==> config.mk <==
export PLATFORM = sky130hd
export DESIGN_NAME = uart_tx_fifo_reader_flat
export DESIGN_NICKNAME = d
export VERILOG_FILES = /design/src/rtl/uart_tx_fifo_reader_if.sv /design/src/rtl/uart_tx_fifo_reader.sv /design/src/flat_wrapper.sv
export SDC_FILE = /design/constraint.sdc
export NUM_CORES = 1
export LEC_CHECK = 0
export CAP_MARGIN = 20
export CORE_MARGIN = 4
export CORE_UTILIZATION = 45
export CTS_BUF_LIST = sky130_fd_sc_hd__clkbuf_8
export CTS_CLUSTER_SIZE = 28
export DETAILED_ROUTE_END_ITERATION = 10
export DONT_BUFFER_PORTS = 1
export SKIP_CTS_REPAIR_TIMING = 1
export SYNTH_ARGS = -nofsm -noshare
export SYNTH_HDL_FRONTEND = slang
export SYNTH_SLANG_ARGS = --single-unit
==> constraint.sdc <==
create_clock -name i_clk -period 1.4 [get_ports i_clk]
set_input_delay 0.42 -clock i_clk [delete_from_list [all_inputs] [get_ports i_clk]]
set_output_delay 0.42 -clock i_clk [all_outputs]
set_load 0.005 [all_outputs]
==> src/rtl/uart_tx_fifo_reader_if.sv <==
// uart_tx_fifo_reader_if: FIFO read-port and UART line signals of the TX reader
interface uart_tx_fifo_reader_if;
    logic       i_tx_en;
    logic       i_fifo_empty;
    logic [7:0] i_fifo_rd_data;
    logic       o_fifo_rd_en;
    logic       o_tx;
    logic       o_busy;
    logic       o_tx_done;
    modport master (
        output i_tx_en, i_fifo_empty, i_fifo_rd_data,
        input  o_fifo_rd_en, o_tx, o_busy, o_tx_done
    );
    modport slave (
        input  i_tx_en, i_fifo_empty, i_fifo_rd_data,
        output o_fifo_rd_en, o_tx, o_busy, o_tx_done
    );
endinterface

==> src/rtl/uart_tx_fifo_reader.sv <==
// uart_tx_fifo_reader: pops bytes from the read side of the FIFO and sends them as 8N1 UART frames
module uart_tx_fifo_reader #(
    parameter int CLKS_PER_BIT = 104
) (
    input logic                  i_clk,
    input logic                  reset,
    uart_tx_fifo_reader_if.slave bus
);
    localparam int CW = (CLKS_PER_BIT > 1) ? $clog2(CLKS_PER_BIT) : 1;
    typedef enum logic [2:0] {IDLE, FETCH, START, DATA, STOP} state_t;
    state_t        state;
    logic [7:0]    shift;
    logic [CW-1:0] baud_cnt;
    logic [2:0]    bit_idx;
    logic          tx_q;
    logic          busy_q;
    logic          done_q;
    logic          last_tick;
    logic          pop;
    assign last_tick = baud_cnt == CW'(CLKS_PER_BIT - 1);
    assign pop = (state == IDLE) && bus.i_tx_en && !bus.i_fifo_empty && !reset;
    assign bus.o_fifo_rd_en = pop;
    assign bus.o_tx = tx_q;
    assign bus.o_busy = busy_q;
    assign bus.o_tx_done = done_q;
    // Frame sequencer; line, busy and done are registered so the next value is set on each transition
    always_ff @(posedge i_clk) begin
        if (reset) begin
            state    <= IDLE;
            shift    <= '0;
            baud_cnt <= '0;
            bit_idx  <= '0;
            tx_q     <= 1'b1;
            busy_q   <= 1'b0;
            done_q   <= 1'b0;
        end else begin
            done_q <= 1'b0;
            case (state)
                IDLE: begin
                    tx_q <= 1'b1;
                    if (pop) begin
                        state  <= FETCH;
                        busy_q <= 1'b1;
                    end
                end
                FETCH: begin
                    shift    <= bus.i_fifo_rd_data;
                    baud_cnt <= '0;
                    bit_idx  <= '0;
                    tx_q     <= 1'b0;
                    state    <= START;
                end
                START: begin
                    if (last_tick) begin
                        baud_cnt <= '0;
                        tx_q     <= shift[0];
                        state    <= DATA;
                    end else begin
                        baud_cnt <= baud_cnt + CW'(1);
                    end
                end
                DATA: begin
                    if (last_tick) begin
                        baud_cnt <= '0;
                        shift    <= shift >> 1;
                        bit_idx  <= bit_idx + 3'd1;
                        tx_q     <= (bit_idx == 3'd7) ? 1'b1 : shift[1];
                        state    <= (bit_idx == 3'd7) ? STOP : DATA;
                    end else begin
                        baud_cnt <= baud_cnt + CW'(1);
                    end
                end
                STOP: begin
                    if (last_tick) begin
                        baud_cnt <= '0;
                        busy_q   <= 1'b0;
                        state    <= IDLE;
                    end else begin
                        baud_cnt <= baud_cnt + CW'(1);
                        done_q   <= baud_cnt == CW'(CLKS_PER_BIT - 2);
                    end
                end
                default: begin
                    tx_q   <= 1'b1;
                    busy_q <= 1'b0;
                    state  <= IDLE;
                end
            endcase
        end
    end
endmodule

==> src/flat_wrapper.sv <==
// flat-port wrapper written by rule: the top's interface ports become plain ports
module uart_tx_fifo_reader_flat 
#(
    parameter int CLKS_PER_BIT = 104
)
  (i_clk, reset, bus_i_tx_en, bus_i_fifo_empty, bus_i_fifo_rd_data, bus_o_fifo_rd_en, bus_o_tx, bus_o_busy, bus_o_tx_done);
  uart_tx_fifo_reader_if bus_i ();
  input logic i_clk;
  input logic reset;
  input wire logic [$bits(bus_i.i_tx_en)-1:0] bus_i_tx_en;
  input wire logic [$bits(bus_i.i_fifo_empty)-1:0] bus_i_fifo_empty;
  input wire logic [$bits(bus_i.i_fifo_rd_data)-1:0] bus_i_fifo_rd_data;
  output wire logic [$bits(bus_i.o_fifo_rd_en)-1:0] bus_o_fifo_rd_en;
  output wire logic [$bits(bus_i.o_tx)-1:0] bus_o_tx;
  output wire logic [$bits(bus_i.o_busy)-1:0] bus_o_busy;
  output wire logic [$bits(bus_i.o_tx_done)-1:0] bus_o_tx_done;
  assign bus_i.i_tx_en = bus_i_tx_en;
  assign bus_i.i_fifo_empty = bus_i_fifo_empty;
  assign bus_i.i_fifo_rd_data = bus_i_fifo_rd_data;
  assign bus_o_fifo_rd_en = bus_i.o_fifo_rd_en;
  assign bus_o_tx = bus_i.o_tx;
  assign bus_o_busy = bus_i.o_busy;
  assign bus_o_tx_done = bus_i.o_tx_done;
  uart_tx_fifo_reader #(.CLKS_PER_BIT(CLKS_PER_BIT)) u_core (.i_clk(i_clk), .reset(reset), .bus(bus_i));
endmodule
* Word-level counts from Yosys, hierarchy flattened *
Cells that the tools add are included.

word-level totals
  flip-flop bits (word level) = 24
  input port bits = 12
  output and inout bits = 4

operators by class
  $add $sub $neg = 2
  eq/ne operators = 11
  muxes and demuxes = 19
  bitwise gates (word level) = 2
  reduce and logical (&&, ||, !) cells = 15

operator list
  kind                 number
  $mux 3               6
  $pmux 8 s2           1
  $pmux 3 s5           1
  $eq 7x7->1 const B   2
  $pmux 7 s2           1
  $reduce_or 3->1      3
  $mux 8               1
  $add 7x1->7 const B  1
  $mux 7               1
  $eq 3x2->1 const B   2
  $eq 3x3->1 const B   2
  $ne 2x1->1 const B   3
  $pmux 3 s2           1
  $reduce_and 3->1     2
  $mux 1               5
  $pmux 1 s4           1
  $reduce_and 4->1     1
  $reduce_bool 2->1    2
  $add 3x1->3 const B  1
  $eq 3x1->1 const B   1
  $logic_and 1x1->1    3
  $logic_not 3->1      1
  $pmux 1 s3           1
  $logic_not 1->1      2
  3 further kinds      4

* Logic depth before layout (Yosys ltp) *
Gate-level depths: netlist of run 1.

  depth after elaboration = 6
  depth in mapped cells = 6
  depth with buffers taken out = 6

* Worst setup path before layout of run 1 *
OpenSTA, ideal clock, no wires.

  path type = reg-to-reg
  from = register u_core.baud_cnt[1]
  to = register u_core.shift[5]
  setup time = 0.091 ns
  data arrival time = 1.406 ns
  data required time = 1.309 ns
  slack = -0.097 ns
  cell stages (with the launch flop) = 7
  cell sequence = dfxtp_1 ha_1 nand4b_1 o22ai_2 buf_2 nor2_1 a311oi_1

between the ends
  word-level cells in the longest chain between the ends = 3

RTL lines
  what                               line                       RTL
  start: declaration                 uart_tx_fifo_reader.sv:13  logic [CW-1:0] baud_cnt;
  start signal: assignment           uart_tx_fifo_reader.sv:59  baud_cnt <= baud_cnt + CW'(1);
  start signal: assignment           uart_tx_fifo_reader.sv:70  baud_cnt <= baud_cnt + CW'(1);
  start signal: assignment           uart_tx_fifo_reader.sv:79  baud_cnt <= baud_cnt + CW'(1);
  $eq 7x7->1                         uart_tx_fifo_reader.sv:20  assign last_tick = baud_cnt == CW'(CLKS_PER_BIT - 1);
  $ne 2x1->1 (no source line)        -
  $reduce_and 2->1 (no source line)  -
  end signal: assignment             uart_tx_fifo_reader.sv:47  shift <= bus.i_fifo_rd_data;
  end signal: assignment             uart_tx_fifo_reader.sv:65  shift <= shift >> 1;
  end: declaration                   uart_tx_fifo_reader.sv:12  logic [7:0] shift;

No other way between the ends.
A chain may end at the register's enable or synchronous reset.

* Worst setup path in the final report of run 1 *
  from = register u_core.state[1]
  to = output port bus_o_fifo_rd_en

between the ends
  word-level cells in the longest chain between the ends = 4

RTL lines
  what                            line                       RTL
  start: declaration              uart_tx_fifo_reader.sv:11  state_t state;
  start signal: assignment        uart_tx_fifo_reader.sv:68  state <= (bit_idx == 3'd7) ? STOP : DATA;
  $logic_not 3->1                 uart_tx_fifo_reader.sv:21  assign pop = (state == IDLE) && bus.i_tx_en && !bus.i_fifo_empty && !reset;
  $logic_and 1x1->1 (3 in a row)  uart_tx_fifo_reader.sv:21
  end: declaration                flat_wrapper.sv:13         output wire logic [$bits(bus_i.o_fifo_rd_en)-1:0] bus_o_fifo_rd_en;

No other way between the ends.

==> run summary, run 1 <==
Total Power = 1.36 mW
EDFF count, synth = 0
Row Count = 18
Root Buffer = clkbuf_8
Initial Util = 0.493
Hold Crit Class = in2reg
Final Hold Vio Count = 0
GRT overflow = 0
Peak VDD IR = 0.627 mV
initial DRC count = 49
synth warn = 0
fmax = 0.680 GHz
Top Metal Used = met4
first-pass GRT wire length = 5000 um
worst path required time = 0.98 ns
commonest cells after routing, fill and taps aside = buf_4 (20), nand2_1 (19), dfxtp_1 (16)
H-tree Lvls = 1
drt first pass iters = 4
PortBufs = 0
Mapped Area = 1260 um^2
predominant post-synthesis flop cell = dfxtp_1
Setup Skew = 0.00410 ns
worst-case clock buffer depth = 2
worst slew pin tran = 0.386 ns
largest net degree at the start of global routing = 25
DR vias = 1,213
area delta synth->final = 37.2%
Worst setup EP type = output port
Residual DRC = 0
Setup crit start kind = flip-flop
IO Count = 16
sequential area share after synthesis = 0.380
unrepaired setup endpoints after global routing = true
gr usage total = 0.179
failing checks = setup timing
crit path kind = reg2out
Worst-Skew Late Latency = 0.27 ns
antenna cells = 0
final hold slack = 0.200 ns
Mapped Cells = 150
Final nets = 189
vias in the first global route = 1,125
TritonCTS buffer count = 3
Async SR Flop Fraction = 0
Metal-1 WL = 1600 um
crit share post-route = 1.05
Die Wd = 61.0 um
DR WL met3 = 109 um
commonest non-fill, non-tap cell in the layout = buf_4
Yosys cell types = 42
Synthesized Nets = 166
Leak = 0.657 nW
Slew HR = 0.741
die height = 61.0 um
dpl hpwl = 2110 um
status = complete, but fails checks
Routed WL per cell = 16.1 um
Setup TNS Final = -0.0705 ns
CTS tree = yes
crit path time final = 1.47 ns
synthesized area per cell = 8.43 um^2
initial antenna violation count = 0
core area = 2570 um^2
antenna viol nets, final = 0
Setup WS post-layout = -0.0705 ns
Slew Viols, Final = 0
detailed-route wire length = 3230 um
total of max-cap violations = 0
crit path DAT = 1.05 ns
die area = 3720 um^2
DR vias/cell = 6.03
WL met2 = 1460 um
share of layout cells above drive strength 1 = 0.404
final-report setup violation count = 1
Reg clk slew, reported paths = 0.08 ns
crit path max fanout = 7
clock sinks = 24
final core utilization = 0.676
Placer Congestion = 0.831
P per Cell Area = 786 nW/um^2
flops & latches, synth = 24
## cells in the mapped netlist, types with 2 or more instances
cell type	n	area, um^2
a311oi_1	8	70.1
nand2_1	20	75.1
a41oi_1	3	26.3
and3_1	4	25.0
clkbuf_1	2	7.51
a21oi_1	9	45.0
a31oi_1	2	12.5
buf_2	5	25.0
ha_1	4	50.1
a22oi_1	2	15.0
inv_1	4	15.0
nand2b_1	2	12.5
nand3_1	14	70.1
o21ai_0	4	20.0
nand4_1	2	12.5
dfxtp_1	24	480
xor2_1	2	17.5
nor2b_1	2	12.5
nor2_1	13	48.8
buf_4	2	15.0
## layout make-up
cell class	instances	area, um^2
Timing Repair Buffer	27	255
Fill cell	214	832
Inverter	4	15.0
Sequential cell	24	490
Tap cell	30	37.5
Multi-Input combinational cell	113	896
Clock buffer	3	41.3
## logic make-up after synthesis
group / after synthesis / share of synthesized area
adder cells (fa/ha/maj): 4 / 0.0396
AO/OA/AOI/OAI: 37 / 0.223
AND/OR/NAND/NOR: 67 / 0.271
flip-flops: 24 / 0.380
XOR/XNOR: 3 / 0.0208
multiplexers: 2 / 0.0168
buffers and inverters: 13 / 0.0494
## state kept, by name, summed over array words and instances, names as in the netlist
register / flops
u_core.shift: 8
u_core.bus.o_tx: 1
u_core.bus.o_tx_done: 1
u_core.state: 3
u_core.baud_cnt: 7
u_core.bus.o_busy: 1
u_core.bit_idx: 3
## critical path, stage by stage, from the launching register on
cell and delay, ns:
dfxtp_2 0.35, buf_6 0.13, nor2_4 0.11, nand2_2 0.07, nor2_4 0.12
## final timing paths
kind	from	endpoint	slack (ns)	depth (start not counted)
setup / recovery	u_core.state[1]$_SDFFE_PP0P_	bus_o_fifo_rd_en	-0.07	4
hold reg to reg	u_core.shift[7]$_SDFFE_PP0P_	u_core.shift[7]$_SDFFE_PP0P_	0.47	2
setup reg to reg	u_core.baud_cnt[3]$_SDFFE_PP0P_	u_core.bit_idx[0]$_SDFFE_PP0P_	0	4
hold / removal	reset	u_core.baud_cnt[0]$_SDFFE_PP0P_	0.20	1
## stage by stage
stage / area (um^2) / instances / setup WS (ns)
after global placement: 1440 / 192 / 0.0248
after global routing: 1740 / 201 / -0.134
final: 1740 / 201 / -0.0705
after detailed placement: 1440 / 192 / -0.0386
after CTS: 1480 / 195 / -0.148
after floorplan: 1280 / 150 / 0.0217
## report_power, final
group | internal, mW | switching [mW] | total, mW
Clock | 0.193 | 0.219 | 0.412
Combinational | 0.112 | 0.106 | 0.218
Sequential | 0.709 | 0.0249 | 0.734
## per-layer routing
metal  vias up  GRT usage
li1        598          -
met1       589      0.250
met2        21      0.260
met3         5     0.0314
met4         0     0.0991
met5         -          0
No activity file was read; power rests on OpenSTA's default activity.
==> inputs of run 2 (changes only) <==
- clock period: 1.4 -> 1.6 ns (I/O delays scaled with it)
==> run 2 against run 1 <==
The run now ends clean. Power decreased by 13%. Combinational power decreased by 44%. Critical path type unchanged. Highest routed layer unchanged. Non-clock buffer count decreased by 12. Die area unchanged. Worst setup slack improved by 0.14 ns.
==> run summary, run 2 (synthesized netlist as in run 1, its figures left out) <==
status = completed (was complete, but fails checks)
H-tree Lvls = 1 (unchanged)
CTS tree = yes (unchanged)
CP max-delay cell = dfxtp_2 (unchanged)
Slew Viols, Final = 0 (unchanged)
first-pass GRT wire length = 5200 um (was 5000 um)
Top reg by flops = u_core.shift (unchanged)
Final Hold Vio Count = 0 (unchanged)
CP startpoint = u_core.state[0]$_SDFFE_PP0P_ (was u_core.state[1]$_SDFFE_PP0P_)
PortBufs = 0 (unchanged)
Placer Congestion = 0.877 (was 0.831)
unrepaired setup endpoints after global routing = false (was true)
antenna cells = 0 (unchanged)
share of layout cells above drive strength 1 = 0.188 (was 0.404)
die height = 61.0 um (unchanged)
Die Wd = 61.0 um (unchanged)
Setup Skew = 0.00539 ns (was 0.00410 ns)
CP Cell Sequence = nor2_4, nand2_1, nor2_1 (was buf_6, nor2_4, nand2_2, nor2_4)
DR vias = 1,152 (was 1,213)
Fill cells = 252 (was 214)
Total Power = 1.18 mW (was 1.36 mW)
Initial Util = 0.493 (unchanged)
Leak = 0.559 nW (was 0.657 nW)
Routed WL per cell = 16.4 um (was 16.1 um)
max reg flops = 8 (unchanged)
Setup TNS Final = 0 ns (was -0.0705 ns)
crit path time final = 1.53 ns
largest net degree at the start of global routing = 25 (unchanged)
DR vias/cell = 6.06 (was 6.03)
Peak VDD IR = 0.458 mV (was 0.627 mV)
antenna viol nets, final = 0 (unchanged)
detailed-route wire length = 3120 um (was 3230 um)
Hold Crit Class = in2reg (unchanged)
GRT overflow = 0 (unchanged)
worst slew pin tran = 0.315 ns (was 0.386 ns)
total of max-cap violations = 0 (unchanged)
crit path kind = reg2out (unchanged)
die area = 3720 um^2 (unchanged)
drt first pass iters = 4 (unchanged)
Worst-Skew Late Latency = 0.27 ns (about the same)
initial antenna violation count = 0 (unchanged)
crit path DAT = 1.05 ns (about the same)
area delta synth->final = 14.8% (was 37.2%)
worst min-delay path startpoint = reset (unchanged)
clock sinks = 24 (unchanged)
fin cells = 190 (was 201)
Slew HR = 0.788 (was 0.741)
Worst setup EP type = output port (unchanged)
vias in the first global route = 1,155 (was 1,125)
Largest regs = u_core.shift (8), u_core.baud_cnt (7) (unchanged)
TritonCTS buffer count = 3 (unchanged)
Final nets = 177 (was 189)
crit share post-route = 0.954
gr usage total = 0.187 (was 0.179)
commonest cells after routing, fill and taps aside = nand2_1 (20), dfxtp_1 (20), nand3_1 (14), buf_4 (14), nor2_1 (12) (was buf_4 (20), nand2_1 (19), dfxtp_1 (16))
Setup crit start kind = flip-flop (unchanged)
Worst R2R Start = u_core.state[2]$_SDFFE_PP0P_ (was u_core.baud_cnt[3]$_SDFFE_PP0P_)
final hold slack = 0.266 ns (was 0.200 ns)
final core utilization = 0.566 (was 0.676)
dpl hpwl = 2200 um (was 2110 um)
Slowest Stage Delay on Critical Path = 0.38 ns (was 0.35 ns)
crit path max fanout = 8 (was 7)
final-report setup violation count = 0 (was 1)
worst path required time = 1.12 ns (was 0.98 ns)
core area = 2570 um^2 (unchanged)
Residual DRC = 0 (unchanged)
P per Cell Area = 814 nW/um^2 (was 786 nW/um^2)
placed instance count = 186 (was 192)
Reg clk slew, reported paths = 0.09 ns (was 0.08 ns)
IO Count = 16 (unchanged)
Row Count = 18 (unchanged)
fmax = 0.655 GHz
Root Buffer = clkbuf_8 (unchanged)
initial DRC count = 76 (was 49)
worst-case clock buffer depth = 2 (unchanged)
[run 2: path summary, 6_finish.rpt]
kind / to / slack, ns / depth (start not counted)
min reg2reg: u_core.bit_idx[1]$_SDFFE_PP0P_ / 0.47 / 2
min: u_core.baud_cnt[5]$_SDFFE_PP0P_ / 0.27 / 1
max reg2reg: u_core.baud_cnt[6]$_SDFFE_PP0P_ / 0.11 / 4
max: bus_o_fifo_rd_en / 0.07 / 3
[run 2: layout make-up]
type,instances,area (um^2),share of cell area
multi-input cells,113,734,0.506
clock buffers,4,55.1,0.0379
repair buffers,15,125,0.0861
well taps,30,37.5,0.0258
inverters,4,15.0,0.0103
flip-flops and latches,24,485,0.334
[run 2: critical path, delay by kind of cell (launching register included)]
family           cells  cell delay [ns]
and+or+nand+nor      3             0.40
DFF                  1             0.38
[run 2: report_power, final]
group	internal, mW	switching [mW]	leakage [nW]
clock	0.220	0.197	0.0288
sequential	0.621	0.0222	0.196
combinational	0.0583	0.0649	0.334
total	0.899	0.284	0.559
[run 2: per-layer routing]
layer	part of all wire	wire length, um	up-vias	GRT usage
met5	0	0	-	0
li1	-	-	572	-
met4	0.018	56	0	0.0836
met3	0.047	145	7	0.0252
met1	0.46	1430	537	0.246
met2	0.48	1490	36	0.304
[run 2: through the flow]
step	setup WS (ns)	area, um^2
finish	0.0744	1450
detailed placement	0.0311	1380
CTS	-0.0836	1440
global placement	0.119	1380
floorplan	0.103	1260
global route	0.0140	1450
==> inputs of run 3 (changes only) <==
- CORE_MARGIN: 4 -> 2
- GPL_TIMING_DRIVEN: default -> 0
==> run 3 against run 2 <==
Global-route usage fell by 0.15 points. Cell count is the same. Clock skew rose by 0.00075 ns. Clock-buffer cell count down 1. Core utilization is 2.7 points lower. Critical path type unchanged. Largest power group unchanged. Highest routed layer unchanged.
==> run summary, run 3 (synthesized netlist as in run 1, its figures left out) <==
commonest non-fill, non-tap cell in the layout = nand2_1
Largest regs = u_core.shift (8), u_core.baud_cnt (7) (unchanged)
initial antenna violation count = 0 (unchanged)
DP Worst Slack = -0.218 ns (was 0.0311 ns)
combinational fraction of design power = 0.104 (about the same)
PortBufs = 0 (unchanged)
Sw Pwr = 0.298 mW (was 0.284 mW)
worst-case clock buffer depth = 2 (unchanged)
area delta synth->final = 15.4% (was 14.8%)
WL met2 = 1330 um (was 1490 um)
H-tree Lvls = 1 (unchanged)
Buf/Inv on CP = 1 (was 0)
Initial Util = 0.467 (was 0.493)
Setup WS post-layout = 0.0729 ns (was 0.0744 ns)
detailed-route wire length = 2820 um (was 3120 um)
IO Count = 16 (unchanged)
Hold Crit Class = in2reg (unchanged)
worst slew pin tran = 0.491 ns (was 0.315 ns)
Root Buffer = clkbuf_8 (unchanged)
commonest cells after routing, fill and taps aside = nand2_1 (20), dfxtp_1 (19), nand3_1 (14) (was nand2_1 (20), dfxtp_1 (20), nand3_1 (14), buf_4 (14), nor2_1 (12))
fmax = 0.655 GHz (about the same)
Slew Viols, Final = 0 (unchanged)
status = completed (unchanged)
DR vias/cell = 5.87 (was 6.06)
P per Cell Area = 898 nW/um^2 (was 814 nW/um^2)
final-report setup violation count = 0 (unchanged)
max reg flops = 8 (unchanged)
CP max-delay cell = dfxtp_1 (was dfxtp_2)
Fill cells = 280 (was 252)
crit share post-route = 0.954 (about the same)
Top delay family on crit path = flip-flops (was simple AND/OR/NAND/NOR gates)
CP Cell Sequence = buf_4, nor2_4, nand2_1, nor2_2 (was nor2_4, nand2_1, nor2_1)
Setup Skew = 0.00615 ns (was 0.00539 ns)
final hold slack = 0.363 ns (was 0.266 ns)
total of max-cap violations = 0 (unchanged)
first-pass GRT wire length = 4730 um (was 5200 um)
share of layout cells above drive strength 1 = 0.189 (was 0.188)
dpl hpwl = 2000 um (was 2200 um)
Setup crit start kind = flip-flop (unchanged)
Final nets = 176 (was 177)
Total Power = 1.31 mW (was 1.18 mW)
CTS tree = yes (unchanged)
fin area = 1460 um^2 (was 1450 um^2)
Slew HR = 0.673 (was 0.788)
Slowest Stage Delay on Critical Path = 0.32 ns (was 0.38 ns)
Peak VDD IR = 0.483 mV (was 0.458 mV)
Metal-1 WL = 1360 um (was 1430 um)
Row Count = 19 (was 18)
Residual DRC = 0 (unchanged)
die height = 57.0 um (was 61.0 um)
Leak = 0.540 nW (was 0.559 nW)
vias in the first global route = 1,047 (was 1,155)
placed instance count = 181 (was 186)
crit path kind = reg2out (unchanged)
largest net degree at the start of global routing = 15 (was 25)
antenna cells = 0 (unchanged)
initial DRC count = 26 (was 76)
Worst-Skew Late Latency = 0.27 ns (about the same)
antenna viol nets, final = 0 (unchanged)
Top Metal Used = met4 (unchanged)
Final Hold Vio Count = 0 (unchanged)
Post-DP Area = 1300 um^2 (was 1380 um^2)
worst path required time = 1.12 ns (about the same)
crit path DAT = 1.05 ns (about the same)
Die Wd = 57.0 um (was 61.0 um)
Worst setup EP type = output port (unchanged)
share of total power in the clock network = 0.409 (was 0.353)
Top reg by flops = u_core.shift (unchanged)
crit path time final = 1.53 ns (about the same)
DR WL met3 = 96 um (was 145 um)
Placer Congestion = 0.792 (was 0.877)
fin cells = 190 (unchanged)
drt first pass iters = 4 (unchanged)
die area = 3250 um^2 (was 3720 um^2)
GRT overflow = 0 (unchanged)
clock sinks = 24 (unchanged)
Reg power frac = 0.487 (was 0.543)
Setup TNS Final = 0 ns (unchanged)
internal power = 1.01 mW (was 0.899 mW)
Reg clk slew, reported paths = 0.09 ns (about the same)
core area = 2710 um^2 (was 2570 um^2)
switching share of power = 0.227 (was 0.240)
final core utilization = 0.539 (was 0.566)
crit path max fanout = 10 (was 8)
DR vias = 1,116 (was 1,152)
TritonCTS buffer count = 3 (unchanged)
Routed WL per cell = 14.8 um (was 16.4 um)
gr usage total = 0.185 (was 0.187)
[run 3: changes by cell type in the layout (fill, tap and decap cells not counted), sizes merged]
cell / delta
clkbuf: +1
buf: -3
bufinv: +1
[run 3: power groups by stage]
stage	sequential (mW)	clock (mW)	combinational, mW
after floorplan	0.646	0	0.0971
after global placement	0.649	0	0.118
after detailed placement	0.650	0	0.121
after CTS	0.636	0.545	0.121
after global routing	0.642	0.571	0.152
final	0.639	0.537	0.136
[run 3: layer usage]
metal / vias up / GRT usage
li1: 568 / -
met1: 525 / 0.257
met2: 19 / 0.294
met3: 4 / 0.0317
met4: 0 / 0.0598
met5: - / 0
[run 3: cell type report]
cell class                      count  area, um^2  area share
Buffer                              9        53.8      0.0368
Multi-Input combinational cell    113         757       0.518
Timing Repair Buffer                5        37.5      0.0257
Tap cell                           31        38.8      0.0266
Inverter                            4        15.0      0.0103
Clock buffer                        3        41.3      0.0283
Clock inverter                      1        30.0      0.0206
Sequential cell                    24         487       0.333
[run 3: path summary, 6_finish.rpt]
| kind | from | cells after the start | end | slack (ns) |
|---|---|---|---|---|
| worst max register to register | u_core.baud_cnt[2]$_SDFFE_PP0P_ | 4 | u_core.bit_idx[0]$_SDFFE_PP0P_ | 0.09 |
| worst max-delay path | u_core.state[0]$_SDFFE_PP0P_ | 4 | bus_o_fifo_rd_en | 0.07 |
| worst min-delay path | bus_i_fifo_rd_data[4] | 2 | u_core.shift[4]$_SDFFE_PP0P_ | 0.36 |
| worst min register to register | u_core.shift[7]$_SDFFE_PP0P_ | 2 | u_core.shift[7]$_SDFFE_PP0P_ | 0.48 |
